===== src/rtl/systolic_feeder.sv =====
// systolic_feeder: diagonal-skew read sequencer between the 4x4 operand
// memory and the systolic array input edge. Line c lags line c-1 by one
// cycle; captured lanes are registered with per-lane valids.
module systolic_feeder #(
    parameter int DATA_WIDTH = 8
) (
    input  logic                      clk,
    input  logic                      rst,
    input  logic                      start,
    input  logic                      stall,
    output logic [3:0]                read_enable,
    output logic [7:0]                read_elem,
    input  logic [4*DATA_WIDTH-1:0]   mem_data,
    output logic [4*DATA_WIDTH-1:0]   array_data,
    output logic [3:0]                array_valid,
    output logic                      busy,
    output logic                      done
);

    typedef enum logic [1:0] {
        IDLE,
        FEED,
        DRAIN
    } state_t;

    state_t     state;
    logic [2:0] step;

    // Memory read port decoded purely from state/step: lane c active for step in [c, c+3].
    always_comb begin
        read_enable = '0;
        read_elem   = '0;
        if (state == FEED) begin
            for (int unsigned c = 0; c < 4; c++) begin
                if ((32'(step) >= c) && (32'(step) <= c + 3)) begin
                    read_enable[c]     = 1'b1;
                    read_elem[2*c +: 2] = 2'(32'(step) - c);
                end
            end
        end
    end

    // Busy covers the whole feed including the drain cycle.
    always_comb begin
        busy = (state != IDLE);
    end

    // Sequencer FSM with registered lane capture and done pulse.
    always_ff @(posedge clk) begin
        if (rst) begin
            state       <= IDLE;
            step        <= '0;
            array_data  <= '0;
            array_valid <= '0;
            done        <= 1'b0;
        end else begin
            done <= 1'b0;
            case (state)
                IDLE: begin
                    array_valid <= '0;
                    if (start) begin
                        state <= FEED;
                        step  <= '0;
                    end
                end
                FEED: begin
                    if (stall) begin
                        array_valid <= '0;
                    end else begin
                        for (int unsigned c = 0; c < 4; c++) begin
                            array_data[c*DATA_WIDTH +: DATA_WIDTH] <=
                                read_enable[c] ? mem_data[c*DATA_WIDTH +: DATA_WIDTH] : '0;
                        end
                        array_valid <= read_enable;
                        if (step == 3'd6) begin
                            state <= DRAIN;
                        end else begin
                            step <= step + 3'd1;
                        end
                    end
                end
                DRAIN: begin
                    array_valid <= '0;
                    if (!stall) begin
                        state <= IDLE;
                        done  <= 1'b1;
                    end
                end
                default: begin
                    state <= IDLE;
                end
            endcase
        end
    end

endmodule


===== config.mk =====
export PLATFORM = sky130hd
export DESIGN_NAME = systolic_feeder
export DESIGN_NICKNAME = d
export VERILOG_FILES = /design/src/rtl/systolic_feeder.sv
export SDC_FILE = /design/constraint.sdc
export NUM_CORES = 1
export LEC_CHECK = 0
export CORE_UTILIZATION = 35
export DETAILED_ROUTE_END_ITERATION = 10
export PLACE_DENSITY = 0.73
export RECOVER_POWER = 50
export SETUP_SLACK_MARGIN = 0.5
export SYNTH_ARGS = -nofsm -noshare
export SYNTH_HDL_FRONTEND = slang
export SYNTH_SLANG_ARGS = --single-unit

===== constraint.sdc =====
create_clock -name clk -period 2.7 [get_ports clk]
set_clock_uncertainty 0.05 [all_clocks]
set_input_delay 0.81 -clock clk [delete_from_list [all_inputs] [get_ports clk]]
set_output_delay 0.81 -clock clk [all_outputs]
set_load 0.01 [all_outputs]

== Yosys cells after proc, flatten, opt, wreduce, memory -nomap -nowiden ==
Index checks and enable logic that the tools add are counted.

* Register bits: 42
* Logic and storage cells: 64
* Input bits: 36

* $add $sub $neg: 4
* $lt $le $gt $ge: 7
* Equal/unequal tests: 8
* Reduce and logical (&&, ||, !) cells: 12
* Muxes and demuxes: 26
* Bitwise gates (word level): 2

{| class="wikitable"
|+ Operators with widths
! operator !! number
|-
| $mux 8 || 5
|-
| $mux 2 || 8
|-
| $le 3x3->1 const B || 3
|-
| $mux 3 || 3
|-
| $mux 4 || 2
|-
| $ne 2x2->1 const B || 4
|-
| $pmux 4 s2 || 1
|-
| $reduce_and 4->1 || 2
|-
| $ge 3x2->1 const B || 2
|-
| $pmux 2 s3 || 1
|-
| $pmux 3 s2 || 1
|-
| $reduce_bool 2->1 || 3
|-
| $mux 1 || 5
|-
| $reduce_or 2->1 || 2
|-
| $sub 2x2->2 const B || 2
|-
| $add 3x1->3 const B || 1
|-
| $eq 3x3->1 const B || 1
|-
| $ge 3x1->1 const B || 1
|-
| $le 3x2->1 const B || 1
|-
| $logic_and 1x1->1 || 3
|-
| $eq 2x1->1 const B || 1
|-
| $eq 2x2->1 const B || 1
|-
| $logic_not 2->1 || 1
|-
| $ne 2x1->1 const B || 1
|-
| other kinds (3) || 4
|}

== Logic depth before layout (Yosys ltp) ==
Gate-level depths: netlist (run 1).

* Word-level depth: 6
* Gate-level depth with buffers: 6
* Mapped depth without buffers: 5

== Worst setup path after synthesis (run 1) ==
Ideal clock, no wire load.

* Path type: register -> output
* From: register step[2]
* To: output port read_elem[7]
* Arrival: 1762 ps
* Path buffers: 1
* Cell stages (with the launch flop): 7
* Path slack: 78 ps
* Cells stage by stage: dfxtp_1 buf_1 inv_1 ha_1 a211oi_1 a311oi_1 and2_1

* Cells in the longest elaborated chain, start to end: 4
* Elaborated cells on any way between the ends: 5

{| class="wikitable"
|+ RTL lines
! what !! RTL line !! RTL
|-
| start, declared || 27 || <nowiki>logic [2:0] step;</nowiki>
|-
| start signal, assigned || 78 || <nowiki>step <= step + 3'd1;</nowiki>
|-
| $ge 3x2->1 or $le 3x3->1 (tied branches) || 35 || <nowiki>if ((32'(step) >= c) && (32'(step) <= c + 3)) begin</nowiki>
|-
| $logic_and 1x1->1 * || 35 ||
|-
| $mux 2 * || 35 ||
|-
| $mux 8 * || 33 || <nowiki>if (state == FEED) begin</nowiki>
|-
| end, declared || 12 || <nowiki>output logic [7:0] read_elem,</nowiki>
|}

Mark *: on every way between the ends. The rest lies on a longest branch, timed or not.

== Worst setup path after layout (run 1) ==
* From: register step[0]
* To: output port read_elem[1]

* Cells in the longest elaborated chain, start to end: 3

{| class="wikitable"
|+ RTL lines
! what !! RTL line
|-
| $le 3x2->1 || 35
|-
| $mux 2 || 35
|-
| $mux 8 || 33
|}

No other way between the ends.

==> results of run 1 <==
[routing by layer]
layer	vias up	routed length, um	GRT usage [%]
li1	754	-	-
met1	732	1940	23.1
met2	55	2370	34.8
met3	6	319	6.69
met4	0	59	6.00
met5	-	0	0
[layout by cell type, fill, tap and decap left out, types with 2 or more instances in the layout]
| cell type | n |
|---|---|
| a2111oi_0 | 2 |
| a211oi_4 | 2 |
| a21oi_1 | 2 |
| a22o_1 | 34 |
| a31o_2 | 3 |
| and2_1 | 2 |
| and2_4 | 3 |
| buf_2 | 10 |
| buf_4 | 21 |
| buf_6 | 5 |
| clkbuf_1 | 9 |
| clkbuf_8 | 5 |
| clkdlybuf4s50_1 | 65 |
| dfxtp_1 | 39 |
| dfxtp_4 | 2 |
| dlygate4sd3_1 | 5 |
| ha_4 | 4 |
| inv_1 | 4 |
| inv_4 | 2 |
| nand2b_4 | 3 |
| nand3b_1 | 2 |
| nor2_1 | 4 |
| nor2_2 | 2 |
| nor3b_1 | 3 |
[per-stage QoR]
| step | std cells | area (um^2) | power, uW | util (%) | hold WS [ns] |
|---|---|---|---|---|---|
| 2_1_floorplan | 140 | 1660 | 707 | - | 0.454 |
| 3_3_place_gp | 287 | 2700 | 812 | 61.5 | 0.406 |
| 3_5_place_dp | 287 | 2700 | 812 | 61.5 | 0.408 |
| 4_1_cts | 305 | 2950 | 1230 | 67.2 | 0.434 |
| 5_1_grt | 310 | 2890 | 1270 | 65.9 | 0.449 |
| 6_report | 310 | 2890 | 1210 | 65.9 | 0.430 |
[where the power goes]
| part | leakage, uW | internal, uW | total, uW | switching [uW] |
|---|---|---|---|---|
| Clock | 0.0000452 | 182 | 395 | 212 |
| Combinational | 0.000805 | 110 | 176 | 65.4 |
| Sequential | 0.000342 | 628 | 636 | 7.90 |
[flip-flops by register name, indices dropped and copies added, names as in the netlist]
| signal | cells |
|---|---|
| array_data | 32 |
| array_valid | 4 |
| done | 1 |
| state | 2 |
| step | 3 |
[worst paths after layout]
path                               startpoint                     endpoint  slack, ns
hold reg to reg   array_data[14]$_SDFFE_PP0P_  array_data[14]$_SDFFE_PP0P_       0.43
hold / removal    array_data[14]$_SDFFE_PP0P_  array_data[14]$_SDFFE_PP0P_       0.43
setup reg to reg         step[1]$_SDFFE_PP0P_  array_data[23]$_SDFFE_PP0P_       0.62
setup / recovery         step[0]$_SDFFE_PP0P_                 read_elem[1]       0.28
[logic make-up (layout without fill, tap and decap cells)]
kind of cell | Yosys count | after routing
muxes | 1 | 1
AOI/OAI and AO/OA | 51 | 51
adders and majority gates | 4 | 4
and+or+nand+nor | 27 | 27
DFF | 42 | 42
buffers and inverters | 15 | 133
[area by class of cell]
| cell class | instances | area (um^2) | area share, % |
|---|---|---|---|
| repair buffers | 119 | 1050 | 36.5 |
| flip-flops and latches | 42 | 850 | 29.4 |
| multi-input cells | 83 | 807 | 27.9 |
| clock buffers | 6 | 72.6 | 2.51 |
| well taps | 52 | 65.1 | 2.25 |
| inverters | 6 | 27.5 | 0.953 |
| clock inverters | 2 | 13.8 | 0.476 |
[critical path, stage by stage, from the launching register on]
cell and delay, ns:
dfxtp_4 0.38, buf_6 0.13, buf_6 0.12, a21o_1 0.17
a21oi_2 0.19, and2_1 0.15, buf_2 0.13
[what timing repair did]
item                       4_1_cts  5_1_grt
resized for setup               81        3
hold endpoints to repair         0        0
setup endpoints to repair       30       16
gates cloned                     0        1
setup buffers                   10        4
pin swaps                       14        8
==> metrics.txt, run 1 <==
vias in the first global route=approximately 1600; RSZ-0062 raised after global routing=yes; Die W=between 60 and 70 um; GPL Wtd Cong=around 0.76; Synth top area share=about 52%; CP endpoint kind=output port; Synth Flop Type=dfxtp_1; Port Buffers=85; wire per inst=~15 um; post-place setup slack=0.0740 ns; Rows=24; Worst-Skew Late Latency=slightly below 0.3 ns; Hold Fails Final Rpt=0; CP Max Fanout=5; synthesized area=about 1600 um^2; global-route wire length before repair=roughly 7.6 mm; main combinational cell family by area after synthesis=compound AO/OA/AOI/OAI gates; largest cells by area after synthesis=dfxtp_1, a22o_1, ha_1, and2_1, a2111oi_4; hold_buf cts=0; VDD IR max=273 uV; clock-pin slew on the worst setup and hold paths=around 0.08 ns; H-tree depth=2; outcome=finished, final reports clean; hold depth=1; Synth Register Bits=between 40 and 50; Layout fillers=approximately 370; drc violations=0; r2r worst-path depth=8; post-synthesis xor/xnor area fraction=0%; layout cells sized above 1=slightly below 30%; Final setup viols=0; vias post-DR=1547; Initial Util=between 30% and 40%; drt initial violations=52; number of clock sinks=42; mux share of post-synthesis cell area=less than 1%; minimum clock period=approximately 2.4 ns; Post-Route WL=between 4 and 5 mm; Post-Syn Instances=between 100 and 150; Worst slew margin=68.5%; CTS tree=yes; DP HPWL=between 3 and 4 mm; antenna diode count=0; total gr overflow=0; pin count of the biggest net entering global routing=18; Post-synth ARST share=0%; Worst EP arrival=approximately 1.6 ns; leakage power=~0.0012 uW; final net count=just under 300; Syn Nets=180; library cells used by synthesis=32; chip height=roughly 70 um; Via density=between 4 and 5; commonest cells in the synthesized netlist=dfxtp_1, a22o_1, clkbuf_1, inv_1, nor2_1; clk buf depth=2; min setup slack post-route=around 0.28 ns; die area=around 5000 um^2; DR pass1 iterations=4; Top Ports=86; final worst path period share=roughly nine tenths; Post-synth EDFFs=0; Area growth, synth to finish=80.0%; Synth Area per Inst=11.5 um^2; Startpoint Class=flip-flop; Routed Antenna Nets=0; Fin Setup TNS=0 ns; cell with the most instances after synthesis=dfxtp_1; register area share after synthesis=between 50% and 60%; Clock Tree Root=clkbuf_8; P per Cell Area=around 420 nW/um^2; Min-Delay Path Class=reg2reg; Simple-Gate Fraction of Synth Area=between 10 and 15%; Final Max Tran Viols=0; cts bufs inserted=5; worst-margin pin slew=between 0.4 and 0.5 ns; core area=roughly 4400 um^2; Yosys warning count=0; largest area contributor in the netlist=dfxtp_1; Critical Path RT=1.84 ns; initial antenna violation count=0; Total GRT Usage=20.0%; FMAX=slightly above 400 MHz; number of max-cap violations=0; Synth Area in Compound Gates=between 20 and 30%; Adder-Cell Fraction of Synth Area=~3.1%; Worst Path Class, Setup=reg2out
Power figures use the tool's default switching activity.
==> inputs of run 2 (changes only) <==
Settings changed: CORE_MARGIN set to 2.
==> run 2 against run 1 <==
Effect of this change: count of clock-buffer cells in the layout unchanged; largest cell class unchanged; critical endpoint is now read_elem[7]; hold slack lost 0.0049 ns; flip-flop and latch count unchanged; sequential power is essentially flat; power shrank 0.26%; critical path type unchanged; worst setup slack worse by 0.033 ns; design area increased by 1.6%; maximum frequency down 1.4%; highest routed layer unchanged.
==> metrics.txt, run 2 (synthesized netlist as in run 1, its figures left out) <==
outcome=finished, final reports clean (unchanged); cell family with most CP delay=flip-flops (unchanged); Routed Antenna Nets=0 (unchanged); Crit path depth=6 (unchanged); GPL Wtd Cong=0.829 (was 0.755); Worst slew margin=68.6% (was 68.5%); hold_buf cts=0 (unchanged); drc violations=0 (unchanged); Power, Total=1200 uW (was 1210 uW); vias post-DR=1529 (was 1547); Top Registers=array_data: 32 flops, array_valid: 4 flops, step: 3 flops (unchanged); max FFs per register=32 (unchanged); CP max stage cell=dfxtp_4 (unchanged); VDD IR max=357 uV (was 273 uV); clk buf depth=2 (unchanged); final instance area=2940 um^2 (was 2890 um^2); worst r2r src=step[1]$_SDFFE_PP0P_ (unchanged); worst-path cell chain=ha_4 -> ha_4 -> a211oi_4 -> a311oi_2 -> and2_4 -> buf_6 (was buf_6 -> buf_6 -> a21o_1 -> a21oi_2 -> and2_1 -> buf_2); DP HPWL=3.32 mm (was 3.19 mm); vias in the first global route=1610 (was 1587); global-route wire length before repair=7.69 mm (was 7.60 mm); worst-margin pin slew=0.470 ns (was 0.472 ns); wire per inst=15.7 um (was 15.1 um); Final Max Tran Viols=0 (unchanged); Rows=24 (unchanged); initial antenna violation count=0 (unchanged); antenna diode count=0 (unchanged); Layout fillers=347 (was 367); dpl cells=286 (was 287); Worst path most repeated cell=ha_4 (was buf_6); DR pass1 iterations=6 (was 4); Hold Fails Final Rpt=0 (unchanged); number of max-cap violations=0 (unchanged); Worst Path Class, Setup=reg2out (unchanged); hold depth=1 (unchanged); FMAX=408 MHz (was 414 MHz); layout cells sized above 1=31.4% (was 29.1%); Via density=4.98 (was 4.99); core area=4380 um^2 (unchanged); Area growth, synth to finish=82.9% (was 80.0%); Worst-Skew Late Latency=0.29 ns (about the same); Post-Route WL=4.82 mm (was 4.69 mm); register area=850 um^2 (unchanged); Worst path max stage delay=0.40 ns (was 0.38 ns); H-tree depth=2 (unchanged); Die W=71.7 um (was 69.7 um); Final setup viols=0 (unchanged); Clock Tree Root=clkbuf_8 (unchanged); Buf/Inv on CP=1 (was 3); Port Buffers=85 (unchanged); Startpoint Class=flip-flop (unchanged); r2r worst-path depth=8 (unchanged); drt initial violations=66 (was 52); Worst setup startpoint=step[0]$_SDFFE_PP0P_ (unchanged); Initial Util=36.6% (unchanged); P per Cell Area=410 nW/um^2 (was 418 nW/um^2); most common cell after layout, fill and taps aside=clkdlybuf4s50_1 (unchanged); die area=5140 um^2 (was 4860 um^2); minimum clock period=2.45 ns (was 2.42 ns); area of the multi-input gates=836 um^2 (was 807 um^2); chip height=71.7 um (was 69.7 um); number of clock sinks=42 (unchanged); worst hold start=array_data[27]$_SDFFE_PP0P_ (was array_data[14]$_SDFFE_PP0P_); pin count of the biggest net entering global routing=33 (was 18); CP endpoint kind=output port (unchanged); Layout Cells excl Fill=307 (was 310); CP Max Fanout=4 (was 5); Util after Layout=67.0% (was 65.9%); Biggest register=array_data (unchanged); total gr overflow=0 (unchanged); RSZ-0062 raised after global routing=yes (unchanged); clock-pin slew on the worst setup and hold paths=0.08 ns (about the same); commonest non-fill, non-tap cells in the layout=clkdlybuf4s50_1, dfxtp_1, a22o_1, dlygate4sd3_1, buf_4 (was clkdlybuf4s50_1, dfxtp_1, a22o_1, buf_4, buf_2); Post-DP Area=2680 um^2 (was 2700 um^2); Total GRT Usage=19.1% (was 20.0%); final worst path period share=90.8% (was 89.6%); Critical Path RT=1.84 ns (about the same); final net count=294 (was 297); Top Ports=86 (unchanged); Min-Delay Path Class=reg2reg (unchanged); Worst EP arrival=1.59 ns (was 1.56 ns); leakage power=0.00126 uW (was 0.00119 uW); cts bufs inserted=5 (unchanged); CTS tree=yes (unchanged); Fin Setup TNS=0 ns (unchanged)
-- run 2: cell count changes in the layout (fill, tap and decap cells not counted), sizes merged --
cell	before	now
dlygate4sd3	5	22
clkdlybuf4s50	65	48
buf	37	39
clkdlybuf4s25	1	0
clkbuf	15	10
dlygate4sd2	1	3
dlymetal6s2s	1	0
-- run 2: where the power goes --
part	internal (uW)	leakage (uW)	switching, uW
registers	628	0.000342	7.81
logic	105	0.000869	65.9
clock network	182	0.0000452	214
total	916	0.00126	287
-- run 2: area by class of cell --
type | instances | area share, %
inverters | 6 | 0.938
clock inverters | 2 | 0.469
multi-input cells | 83 | 28.5
clock buffers | 6 | 2.47
well taps | 52 | 2.22
repair buffers | 116 | 36.5
flip-flops and latches | 42 | 28.9
-- run 2: layer usage --
layer	routed length, um	part of all wire [%]	GRT usage (%)
met3	316	6.6	6.61
met1	1950	40	22.3
met5	0	0	0
met2	2490	52	33.0
met4	66	1.4	5.66
-- run 2: per-stage QoR --
stage | hold slack (ns) | setup slack (ns)
floorplan | 0.454 | 0.452
global placement | 0.406 | 0.0481
detailed placement | 0.409 | 0.0156
CTS | 0.434 | 0.266
global route | 0.446 | 0.203
finish | 0.425 | 0.249
-- run 2: path summary, 6_finish.rpt --
kind	slack, ns	endpoint
worst max-delay path	0.25	read_elem[7]
worst min-delay path	0.42	array_data[27]$_SDFFE_PP0P_
worst max register to register	0.63	array_data[19]$_SDFFE_PP0P_
worst min register to register	0.42	array_data[27]$_SDFFE_PP0P_
-- run 2: repair_timing --
| action | CTS | global route |
|---|---|---|
| endpoints found under the setup margin | 43 | 12 |
| cloned | 1 | 0 |
| setup buffers | 7 | 5 |
| pin swaps | 16 | 9 |
| resized for setup | 81 | 10 |
==> inputs of run 3 (changes only) <==
Settings changed: CAP_MARGIN set to 25, SETUP_SLACK_MARGIN 0.5 to unset.
==> run 3 against run 2 <==
Effect of this change: sequential share of layout area is 1.2 points higher; highest routed layer unchanged; cell count is 2.9% lower; sequential power hardly changed; first-iteration DRC count is 36% lower; combinational power is 5% lower; critical endpoint unchanged.
==> metrics.txt, run 3 (synthesized netlist as in run 1, its figures left out) <==
outcome=finished, final reports clean (unchanged); VDD IR max=343 uV (was 357 uV); switching pwr=300 uW (was 287 uW); commonest non-fill, non-tap cells in the layout=dfxtp_1, dlygate4sd3_1, clkdlybuf4s50_1, a22o_1, buf_4 (was clkdlybuf4s50_1, dfxtp_1, a22o_1, dlygate4sd3_1, buf_4); Critical Path RT=1.84 ns (about the same); die area=5140 um^2 (unchanged); Top Registers=array_data: 32 flops, array_valid: 4 flops, step: 3 flops (unchanged); layout cells sized above 1=19.5% (was 31.4%); worst-margin pin slew=0.508 ns (was 0.470 ns); vias in the first global route=1414 (was 1610); Post-Route WL=4.51 mm (was 4.82 mm); Initial Util=36.6% (unchanged); sequential power share=52.4% (was 52.8%); Hold Fails Final Rpt=0 (unchanged); Clk pwr share=34.2% (was 32.9%); global-route wire length before repair=6.99 mm (was 7.69 mm); number of max-cap violations=0 (unchanged); Worst setup startpoint=step[0]$_SDFFE_PP0P_ (unchanged); antenna diode count=0 (unchanged); Worst-Skew Late Latency=0.29 ns (about the same); max FFs per register=32 (unchanged); Final setup viols=0 (unchanged); Area growth, synth to finish=74.3% (was 82.9%); dpl cells=288 (was 286); Final Max Tran Viols=0 (unchanged); drc violations=0 (unchanged); Internal Power=913 uW (was 916 uW); CP endpoint kind=output port (unchanged); Min-Delay Path Class=reg2reg (unchanged); final worst path period share=98.3% (was 90.8%); sw frac=24.7% (was 23.9%); P per Cell Area=433 nW/um^2 (was 410 nW/um^2); Startpoint Class=flip-flop (unchanged); Clock Tree Root=clkbuf_8 (unchanged); Total GRT Usage=17.6% (was 19.1%); Die W=71.7 um (unchanged); Via density=4.99 (was 4.98); worst-path cell chain=ha_1 -> ha_2 -> a211oi_4 -> a311oi_2 -> and2_1 -> dlygate4sd2_1 (was ha_4 -> ha_4 -> a211oi_4 -> a311oi_2 -> and2_4 -> buf_6); Routed Antenna Nets=0 (unchanged); clk buf depth=2 (unchanged); pin count of the biggest net entering global routing=33 (unchanged); Rows=24 (unchanged); Worst path max stage delay=0.35 ns (was 0.40 ns); Layout Cells excl Fill=298 (was 307); leakage power=0.00129 uW (was 0.00126 uW); CP Max Fanout=4 (unchanged); hold depth=1 (unchanged); final hold slack=0.422 ns (was 0.425 ns); Biggest register=array_data (unchanged); minimum clock period=2.66 ns (was 2.45 ns); final instance area=2800 um^2 (was 2940 um^2); drt initial violations=42 (was 66); r2r worst-path depth=7 (was 8); Worst slew margin=66.1% (was 68.6%); worst r2r src=step[1]$_SDFFE_PP0P_ (unchanged); RR Endpoint=array_data[23]$_SDFFE_PP0P_ (was array_data[19]$_SDFFE_PP0P_); FMAX=377 MHz (was 408 MHz); Logic pwr share=13.4% (was 14.2%); Port Buffers=85 (unchanged); vias post-DR=1487 (was 1529); Post-DP Area=2640 um^2 (was 2680 um^2); total gr overflow=0 (unchanged); RSZ-0062 raised after global routing=yes (unchanged); CP max stage cell=dfxtp_2 (was dfxtp_4); final net count=285 (was 294); number of clock sinks=42 (unchanged); H-tree depth=2 (unchanged); Worst EP arrival=1.80 ns (was 1.59 ns); wire per inst=15.1 um (was 15.7 um); hold_buf cts=0 (unchanged); Top Ports=86 (unchanged); initial antenna violation count=0 (unchanged); GPL Wtd Cong=0.811 (was 0.829); most common cell after layout, fill and taps aside=dfxtp_1 (was clkdlybuf4s50_1); clock-pin slew on the worst setup and hold paths=0.08 ns (about the same); CP endpoint=read_elem[7] (unchanged); core area=4380 um^2 (unchanged); chip height=71.7 um (unchanged); R2R setup slack=0.74 ns (was 0.63 ns); Worst Path Class, Setup=reg2out (unchanged); cts bufs inserted=5 (unchanged); DP HPWL=3.30 mm (was 3.32 mm); DR pass1 iterations=4 (was 6); CTS tree=yes (unchanged)
run 3: per-stage QoR:
stage	total power, uW	setup TNS, ns	worst slack (ns)	utilization (%)
global placement	807	0	0.101	60.2
global route	1270	-0.0262	-0.0262	63.8
detailed placement	809	0	0.0538	60.2
CTS	1220	-0.361	-0.137	62.5
floorplan	703	0	0.0775	-
finish	1210	0	0.0448	63.8
run 3: timing repair:
action	CTS	global route
gates resized for setup	14	11
buffers inserted	0	2
endpoints found under the setup margin	12	4
pin swaps	2	2
run 3: layout make-up:
class	count	area (um^2)
multi-input cells	83	777
fillers	379	1590
repair buffers	107	998
well taps	52	65.1
clock inverters	3	23.8
clock buffers	5	68.8
inverters	6	22.5
flip-flops and latches	42	842
run 3: worst min path at each step:
stage | start | slack, ns | to
2_1_floorplan | state[0]$_SDFFE_PP0P_ | 0.45 | done$_SDFF_PP0_
3_3_place_gp | array_data[26]$_SDFFE_PP0P_ | 0.41 | array_data[26]$_SDFFE_PP0P_
3_5_place_dp | array_data[30]$_SDFFE_PP0P_ | 0.41 | array_data[30]$_SDFFE_PP0P_
4_1_cts | array_data[6]$_SDFFE_PP0P_ | 0.43 | array_data[6]$_SDFFE_PP0P_
5_1_grt | array_data[26]$_SDFFE_PP0P_ | 0.45 | array_data[26]$_SDFFE_PP0P_
6_report | array_data[1]$_SDFFE_PP0P_ | 0.42 | array_data[1]$_SDFFE_PP0P_
run 3: worst max-delay path, delay by kind of cell, from the launching register on:
kind / cells / cell delay (ns)
flip-flops: 1 / 0.35
buffers and inverters: 1 / 0.27
AO/OA/AOI/OAI: 2 / 0.31
adder cells (fa/ha/maj): 2 / 0.41
AND/OR/NAND/NOR: 1 / 0.17
run 3: power groups by stage:
| stage | registers [uW] | logic [uW] | clock network [uW] |
|---|---|---|---|
| after floorplan | 654 | 48.2 | 0 |
| after global placement | 649 | 157 | 0 |
| after detailed placement | 650 | 159 | 0 |
| after CTS | 635 | 161 | 425 |
| after global routing | 637 | 175 | 457 |
| final | 635 | 163 | 414 |
run 3: routing by layer:
metal / share of wire, % / GRT usage [%] / vias to the layer above / wire length (um)
met5: 0 / 0 / - / 0
met4: 1.3 / 7.34 / 0 / 59
met3: 3.7 / 3.94 / 4 / 167
met2: 53 / 30.8 / 34 / 2370
met1: 42 / 20.8 / 715 / 1910
li1: - / - / 734 / -
==> RTL edit, RTL diff (flow settings as in run 1) <==
Set the parameter `DATA_WIDTH` to 6 (it was 8).
--- a/src/rtl/systolic_feeder.sv
+++ b/src/rtl/systolic_feeder.sv
@@ -3,5 +3,5 @@
 // cycle; captured lanes are registered with per-lane valids.
 module systolic_feeder #(
-    parameter int DATA_WIDTH = 8
+    parameter int DATA_WIDTH = 6
 ) (
     input  logic                      clk,
Ports: changed (resized array_data and mem_data); port bits go from 86 to 70. The function was not compared with the original's and may differ.
==> RTL edit against run 1 <==
Routed wire length down 15%; first-iteration DRC count is 25% lower; sequential cell count is 8 lower; design area fell by 10%; worst setup slack lost 0.054 ns; die area down 6.0%; total power is 5.2% lower; area after synthesis decreased by 6.2%; combinational power fell by 9.7%.
==> RTL edit: results (changes against run 1) <==
routability congestion estimate 0.794 (+5.0%); crit path to read_elem[3]; reg2reg start step[0]; FF-to-FF End array_data[13]; startpoint of the worst hold path array_valid[1]; Seq/Total Area, Yosys 0.452 (-0.0719); most instantiated cells after synthesis 34 x dfxtp_1, 18 x a22o_1, 14 x inv_1; FF/Latch Area 693 um2 (-18%); Nets 269 (-9.4%); met3 Usage GRT 0.0625 (-0.00436); postcts setup bufs 6 (-4); count of plain and timing-repair buffers in the layout 95 (-20%); max_slew headroom 0.474 (-0.211); R2R Setup Slk 0.86 ns (+0.24 ns); layout cells sized above 1 0.312 (+0.0215); sw power 0.248 mW (-13%); grt met2 use 0.278 (-0.0700); met2 routed WL 1930 um (-19%); Clock Pin Slew Worst Setup and Hold Paths 0.06 ns (-0.02 ns); Clk Tree Root Cell clkbuf_8; combinational share of power 0.139 (-0.007); overall routing resource usage 0.178 (-0.0220); max reg flops 24 (-25%); pin count of the biggest net entering global routing 22 (+4); drt via density 4.87 (-2.5%); Top Registers array_data: 24 flops, array_valid: 4 flops, step: 3 flops; status complete, no violations; Worst EP arrival 1.61 ns (+0.05 ns); slowest stage cell, crit path or3_4; Leak Pwr 1.12 nW (-6.2%); GRT met1 Usage 0.218 (-0.0126); syn_nets 177 (-1.7%); comb_multi_in 87 (+4.8%); maximum vdd drop 0.000292 V (+6.7%); fraction of area in multi-input gates 0.308 (+0.0282); hold_ws 0.398 ns (-0.0319 ns); Non-Clock Inverter Count 14 (+8); first-pass GRT wire length 5980 um (-21%); top routing layer in use met4; Routed WL 3970 um (-15%); DPL Wire Length 2740 um (-14%); Place WS -0.0288 ns (-0.103 ns); fmax 405 MHz (-2.2%); Worst Hold Path EP array_valid[1]; met3 wire length 238 um (-25%); I/O Buffers 69 (-19%); clock-cell share of area 0.0435 (+0.0136); vias in the first global route 1253 (-21%); clk pwr 0.471 mW (+19%); Fillers 333 (-9.3%); placed inst area 0.00231 mm2 (-14%); top post-synthesis cells by area dfxtp_1 45%, a22o_1 10%, inv_1 3.5%, nand3b_1 3.5%, o32ai_1 3.5%; wl on met1 1730 um (-11%); Synth cell types 38 (+19%); Reg2Reg Depth 7 (-1); Resized cells post-CTS 68 (-16%); Signal buf overhead 0.335 (-0.0296); Sink Count 34 (-19%); Starting DRT DRC Count 39 (-25%)
## RTL edit: cell families after synthesis
kind of cell | Yosys count | synth area share
AO/OA/AOI/OAI | 42 | 0.246
flip-flops | 34 | 0.452
adder cells (fa/ha/maj) | 4 | 0.0332
multiplexers | 1 | 0.00747
buffers and inverters | 24 | 0.0797
AND/OR/NAND/NOR | 40 | 0.182
## RTL edit: worst max-delay path, delay by kind of cell, from the launching register on
| kind | cells | cell delay, ns |
|---|---|---|
| adders and majority gates | 1 | 0.12 |
| buffers and inverters | 3 | 0.31 |
| DFF | 1 | 0.36 |
| and+or+nand+nor | 3 | 0.54 |
## RTL edit: metrics by stage
stage               power (mW)  std cells  setup TNS [ns]  utilization
floorplan                0.587        145               0            -
global placement         0.666        269               0        0.570
detailed placement       0.667        269         -0.0739        0.570
CTS                       1.15        282               0        0.617
global route              1.20        287               0        0.639
finish                    1.14        287               0        0.639
